==> src/rtl/counter_sched_pkg.sv <==
// Shared types for the two-requester counter run scheduler: FSM states,
// requester index and the default datapath width.
package counter_sched_pkg;

  localparam int WIDTH_DEF = 8;

  typedef enum logic [1:0] {
    IDLE = 2'd0,
    LOAD = 2'd1,
    RUN  = 2'd2,
    DONE = 2'd3
  } state_e;

  typedef logic req_idx_t;

  function automatic logic [1:0] idx_onehot(input req_idx_t idx);
    return idx ? 2'b10 : 2'b01;
  endfunction

endpackage

==> src/rtl/counter8_dp.sv <==
// Shared up-counter datapath: synchronous clear has priority over increment.
module counter8_dp #(
  parameter int WIDTH = counter_sched_pkg::WIDTH_DEF
) (
  input  logic             clk,
  input  logic             rst,
  input  logic             clr_i,
  input  logic             inc_i,
  output logic [WIDTH-1:0] count_o
);

  logic [WIDTH-1:0] count_q;

  // NOTE: sequential state uses non-blocking assignments so every register samples pre-edge values.
  always_ff @(posedge clk or posedge rst) begin
    if (rst) begin
      count_q <= '0;
    end else if (clr_i) begin
      count_q <= '0;
    end else if (inc_i) begin
      count_q <= count_q + {{(WIDTH-1){1'b0}}, 1'b1};
    end
  end

  assign count_o = count_q;

endmodule

==> src/rtl/counter_run_sched.sv <==
// Round-robin scheduler sharing one up-counter between two requesters that
// each ask for a run of N counts, gated by the tile enable.
module counter_run_sched
  import counter_sched_pkg::*;
#(
  parameter int WIDTH     = WIDTH_DEF,
  parameter bit LAST_INIT = 1'b1
) (
  input  logic             clk,
  input  logic             rst,
  input  logic             ena,
  input  logic [1:0]       req,
  input  logic [WIDTH-1:0] len0,
  input  logic [WIDTH-1:0] len1,
  output logic [1:0]       gnt,
  output logic             busy,
  output logic [1:0]       done,
  output logic [WIDTH-1:0] count,
  output logic             count_oe
);

  state_e           state_q;
  req_idx_t         winner_q;
  req_idx_t         last_q;
  logic [WIDTH-1:0] target_q;
  logic [1:0]       gnt_q;
  logic [1:0]       done_q;

  req_idx_t         arb_pick;
  logic [WIDTH-1:0] win_len;
  logic [WIDTH:0]   count_inc;
  logic             run_hit;
  logic             dp_clr;
  logic             dp_inc;

  // NOTE: give every always_comb output a default first so no path infers a latch.
  always_comb begin
    arb_pick = 1'b0;
    if (req == 2'b11) begin
      arb_pick = ~last_q;
    end else if (req[1]) begin
      arb_pick = 1'b1;
    end
  end

  assign win_len   = winner_q ? len1 : len0;
  // One extra bit so a full-scale run length compares without wrapping.
  assign count_inc = {1'b0, count} + {{WIDTH{1'b0}}, 1'b1};
  assign run_hit   = (count_inc == {1'b0, target_q});
  assign dp_clr    = (state_q == LOAD);
  assign dp_inc    = (state_q == RUN) && req[winner_q] && ena;

  always_ff @(posedge clk or posedge rst) begin
    if (rst) begin
      state_q  <= IDLE;
      winner_q <= 1'b0;
      last_q   <= LAST_INIT;
      target_q <= '0;
      gnt_q    <= 2'b00;
      done_q   <= 2'b00;
    end else begin
      done_q <= 2'b00;
      case (state_q)
        IDLE: begin
          if (|req) begin
            winner_q <= arb_pick;
            last_q   <= arb_pick;
            gnt_q    <= idx_onehot(arb_pick);
            state_q  <= LOAD;
          end
        end
        LOAD: begin
          target_q <= win_len;
          if (win_len == '0) begin
            done_q  <= gnt_q;
            state_q <= DONE;
          end else begin
            state_q <= RUN;
          end
        end
        RUN: begin
          // A withdrawn request aborts silently; the counter keeps its value.
          if (!req[winner_q]) begin
            gnt_q   <= 2'b00;
            state_q <= IDLE;
          end else if (ena && run_hit) begin
            done_q  <= gnt_q;
            state_q <= DONE;
          end
        end
        DONE: begin
          gnt_q   <= 2'b00;
          state_q <= IDLE;
        end
        default: state_q <= IDLE;
      endcase
    end
  end

  counter8_dp #(
    .WIDTH(WIDTH)
  ) u_dp (
    .clk    (clk),
    .rst    (rst),
    .clr_i  (dp_clr),
    .inc_i  (dp_inc),
    .count_o(count)
  );

  assign gnt      = gnt_q;
  assign done     = done_q;
  assign busy     = (state_q != IDLE);
  assign count_oe = (state_q == RUN);

endmodule

==> config.mk <==
export PLATFORM = sky130hd
export DESIGN_NAME = counter_run_sched
export DESIGN_NICKNAME = d
export VERILOG_FILES = /design/src/rtl/counter_sched_pkg.sv /design/src/rtl/counter8_dp.sv /design/src/rtl/counter_run_sched.sv
export SDC_FILE = /design/constraint.sdc
export NUM_CORES = 1
export LEC_CHECK = 0
export BUFFER_PORTS_ARGS = -buffer_cell sky130_fd_sc_hd__buf_4
export CAP_MARGIN = 20
export CORE_MARGIN = 10
export CORE_UTILIZATION = 25
export DETAILED_ROUTE_END_ITERATION = 10
export GPL_ROUTABILITY_DRIVEN = 1
export PLACE_DENSITY = 0.56
export SETUP_SLACK_MARGIN = 0.05
export SLEW_MARGIN = 20
export SYNTH_ARGS = -nofsm -noshare
export SYNTH_HDL_FRONTEND = slang
export SYNTH_SLANG_ARGS = --single-unit
==> constraint.sdc <==
create_clock -name clk -period 2.1 [get_ports clk]
set_input_delay 0.42 -clock clk [delete_from_list [all_inputs] [get_ports clk]]
set_output_delay 0.42 -clock clk [all_outputs]
set_load 0.01 [all_outputs]
==> results.json <==
{
  "clockBufferDepth": 2,
  "cts.sinks": 24,
  "worst_path_most_repeated_cell": "o21a_1",
  "drive_gt1_share_pct": 27.4,
  "ios": 35,
  "grt_pass1_vias": 1175,
  "cts_setup_buffers": 0,
  "critPathCaptureType": "flip-flop",
  "fin_util_pct": 33.5,
  "start_util_pct": 25.6,
  "cts_tree": "built",
  "power_switching_mw": 0.742,
  "cts_buffers": 3,
  "grt_pass1_wl_um": 5660,
  "cts_max_level": 1,
  "layout.nets": 213,
  "drt_pass1_iterations": 4,
  "wl_per_cell_um": 13.3,
  "synth_xor_area_share_pct": 9.44,
  "drc": 0,
  "ys_seq_area_share_pct": 43.3,
  "final_antenna_net_count": 0,
  "synth_compound_area_share_pct": 12.8,
  "grt_max_degree": 25,
  "antenna_found_initial": 0,
  "fin_cells": 258,
  "critPathArrivalTime_ps": 2100,
  "regArea_um2": 602,
  "viasPerCell": 4.53,
  "synth_mux_area_share_pct": 8.09,
  "p_clk_share_pct": 16.6,
  "grtUsageTotal_pct": 7.75,
  "clock_skew_ps": 6.41,
  "cts_resized": 0,
  "p_leak_nw": 0.827,
  "post-route-period-util_pct": 92.0,
  "core-area_um2": 5440,
  "n_fill_cell": 566,
  "die_h_um": 94.6,
  "routed_wl_um": 3420,
  "critical_path_class": "reg -> reg",
  "seqPwrFrac_pct": 37.6,
  "cpMaxStageDelayCell": "dfrtp_1",
  "swShare_pct": 38.1,
  "drt_iter0_markers": 46,
  "maxCapViolCount": 0,
  "vias": 1169,
  "synth_area_um2": 1390,
  "cp_max_fo": 6,
  "rsz0062_at_grt": "no",
  "rows": 27,
  "synth.distinct_cells": 34,
  "setup_viol": 0,
  "max-slew-margin-rel_pct": 73.4,
  "critPathLaunchType": "flip-flop",
  "combPwrFrac_pct": 45.9,
  "setup_tns_ps": 0,
  "p_per_area_nw_per_um2": 1070,
  "mostFrequentLayoutCell": "buf_4",
  "status": "finished, final reports clean",
  "worstPathRequired_ps": 2270,
  "syn_inst": 147,
  "synth-simple-area-share_pct": 19.8,
  "diodes": 0,
  "root_buffer": "clkbuf_8",
  "ys.warnings.count": 0,
  "worst_pin_slew_ps": 395,
  "syn_avg_cell_area_um2": 9.46,
  "finalHoldViolCount": 0,
  "fmax_mhz": 518,
  "dieArea_um2": 8950,
  "yosys.area_share.adder_pct": 4.50,
  "hold_path_class": "in -> async",
  "ir_drop_v": 0.000397,
  "clock_latency_ps": 270,
  "min_period_ps": 1930,
  "ctsHoldBuffers": 0,
  "cp_top_family": "compound AO/OA/AOI/OAI gates",
  "die_w_um": 94.6,
  "multi_input_area_um2": 767,
  "globalplace.congestion": 0.808,
  "cp.buffers_inverters": 0,
  "dp.cells": 254,
  "clkTransAtPathRegs_ps": 90,
  "area_growth_pct": 30.9,
  "crit_chain": "ha_2 > nand3_2 > o21a_1 > o21a_1 > o2111a_1 > a22o_1 > and3_1",
  "slew_viol_final": 0,
  "synth_top_family_by_area": "simple AND/OR/NAND/NOR gates",
  "ys_ff_latch": 24,
  "portBuffers": 34,
  "synthesis.nets": 173,
  "critPathMaxStageDelay_ps": 370,
  "power.internal_mw": 1.21,
  "mostFrequentLayoutCells": "39 x buf_4, 23 x dfrtp_1, 21 x nor2_1",
  "dpl.hpwl_um": 2710,
  "overflow": 0
}
-- power by group through the flow --
| stage | clock network, mW | logic, mW | registers, mW |
|---|---|---|---|
| floorplan | 0 | 0.612 | 0.736 |
| global placement | 0 | 0.894 | 0.744 |
| detailed placement | 0 | 0.898 | 0.744 |
| CTS | 0.335 | 0.907 | 0.735 |
| global route | 0.353 | 1.01 | 0.756 |
| finish | 0.323 | 0.895 | 0.733 |
-- final cells by class --
class                           count  share of cell area (%)
Sequential cell                    24                    33.0
Clock buffer                        4                    3.02
Multi-Input combinational cell    115                    42.1
Timing Repair Buffer               39                    16.1
Tap cell                           72                    4.95
Inverter                            4                   0.824
-- kinds of logic (layout without fill, tap and decap cells) --
logic type / after synthesis / in the layout
simple gates: 56 / 56
compound gates: 28 / 28
flops: 24 / 24
xor+xnor: 15 / 15
mux: 11 / 11
buf+inv: 8 / 47
fa+ha+maj: 5 / 5
-- registers in the layout, indices dropped and copies added, names as in the netlist --
register and cells:
target_q 8, winner_q 1, u_dp.count_o 8, gnt 2
done 2, last_q 1, state_q 2
-- metrics by stage --
step                      hold slack (ps)  area, µm²  setup WS [ps]  power (mW)
after floorplan                       434       1390           98.4        1.35
after global placement                501       1760            183        1.64
after detailed placement              498       1760            144        1.64
after CTS                             205       1810            131        1.98
after global routing                  232       1820           51.6        2.12
final                                 189       1820            168        1.95
-- final timing paths --
kind | from | end | slack (ps) | cells past startpoint
hold reg to reg | last_q$_DFFE_PP1P_ | last_q$_DFFE_PP1P_ | 530 | 2
setup reg to reg | u_dp.count_o[0]$_DFFE_PP0P_ | done[0]$_DFF_PP0_ | 170 | 7
hold / removal | rst | u_dp.count_o[0]$_DFFE_PP0P_ | 190 | 3
max in group asynchronous | rst | last_q$_DFFE_PP1P_ | 1620 | 3
setup / recovery | u_dp.count_o[0]$_DFFE_PP0P_ | done[0]$_DFF_PP0_ | 170 | 7
min in group clk | req[0] | last_q$_DFFE_PP1P_ | 320 | 2
-- routing by layer --
| layer | routed length, µm | vias to the layer above | global-route usage, % |
|---|---|---|---|
| li1 | - | 599 | - |
| met1 | 1700 | 529 | 10.3 |
| met2 | 1420 | 36 | 11.3 |
| met3 | 222 | 5 | 2.06 |
| met4 | 77 | 0 | 3.74 |
| met5 | 0 | - | 0 |
-- worst register-to-register path, cell delays in order, from the launching register on --
cell      delay, ps
dfrtp_1         370
ha_2            240
nand3_2         140
o21a_1          230
o21a_1          180
o2111a_1        260
a22o_1          240
and3_1          170
-- synth_stat cells --
cell type  count  share of area [%]
dfrtp_1       23                 41
nor2_1        21                5.7
a21oi_1       11                4.0
xnor2_1       10                6.3
mux2i_1        9                6.5
nand2_1        9                2.4
nor3_1         6                2.2
ha_1           5                4.5
nand3_1        5                1.8
nor4_1         5                2.2
xor2_1         5                3.1
inv_1          4                1.1
o21ai_0        4                1.4
clkbuf_1       3               0.81
o21a_1         3                1.6
a22o_1         2                1.3
and3_1         2               0.90
mux2_2         2                1.6
nand3_2        2                1.4
or3_1          2               0.90
a211oi_1       1               0.54
a21bo_2        1               0.72
a21boi_0       1               0.54
a31oi_1        1               0.45
and2_1         1               0.45
buf_1          1               0.27
dfstp_2        1                1.9
nand3b_1       1               0.54
nand4_1        1               0.45
nand4bb_1      1               0.81
o2111a_1       1               0.81
o211ai_1       1               0.54
o21ai_1        1               0.36
o31ai_1        1               0.54
No activity file was read; power rests on OpenSTA's default activity.
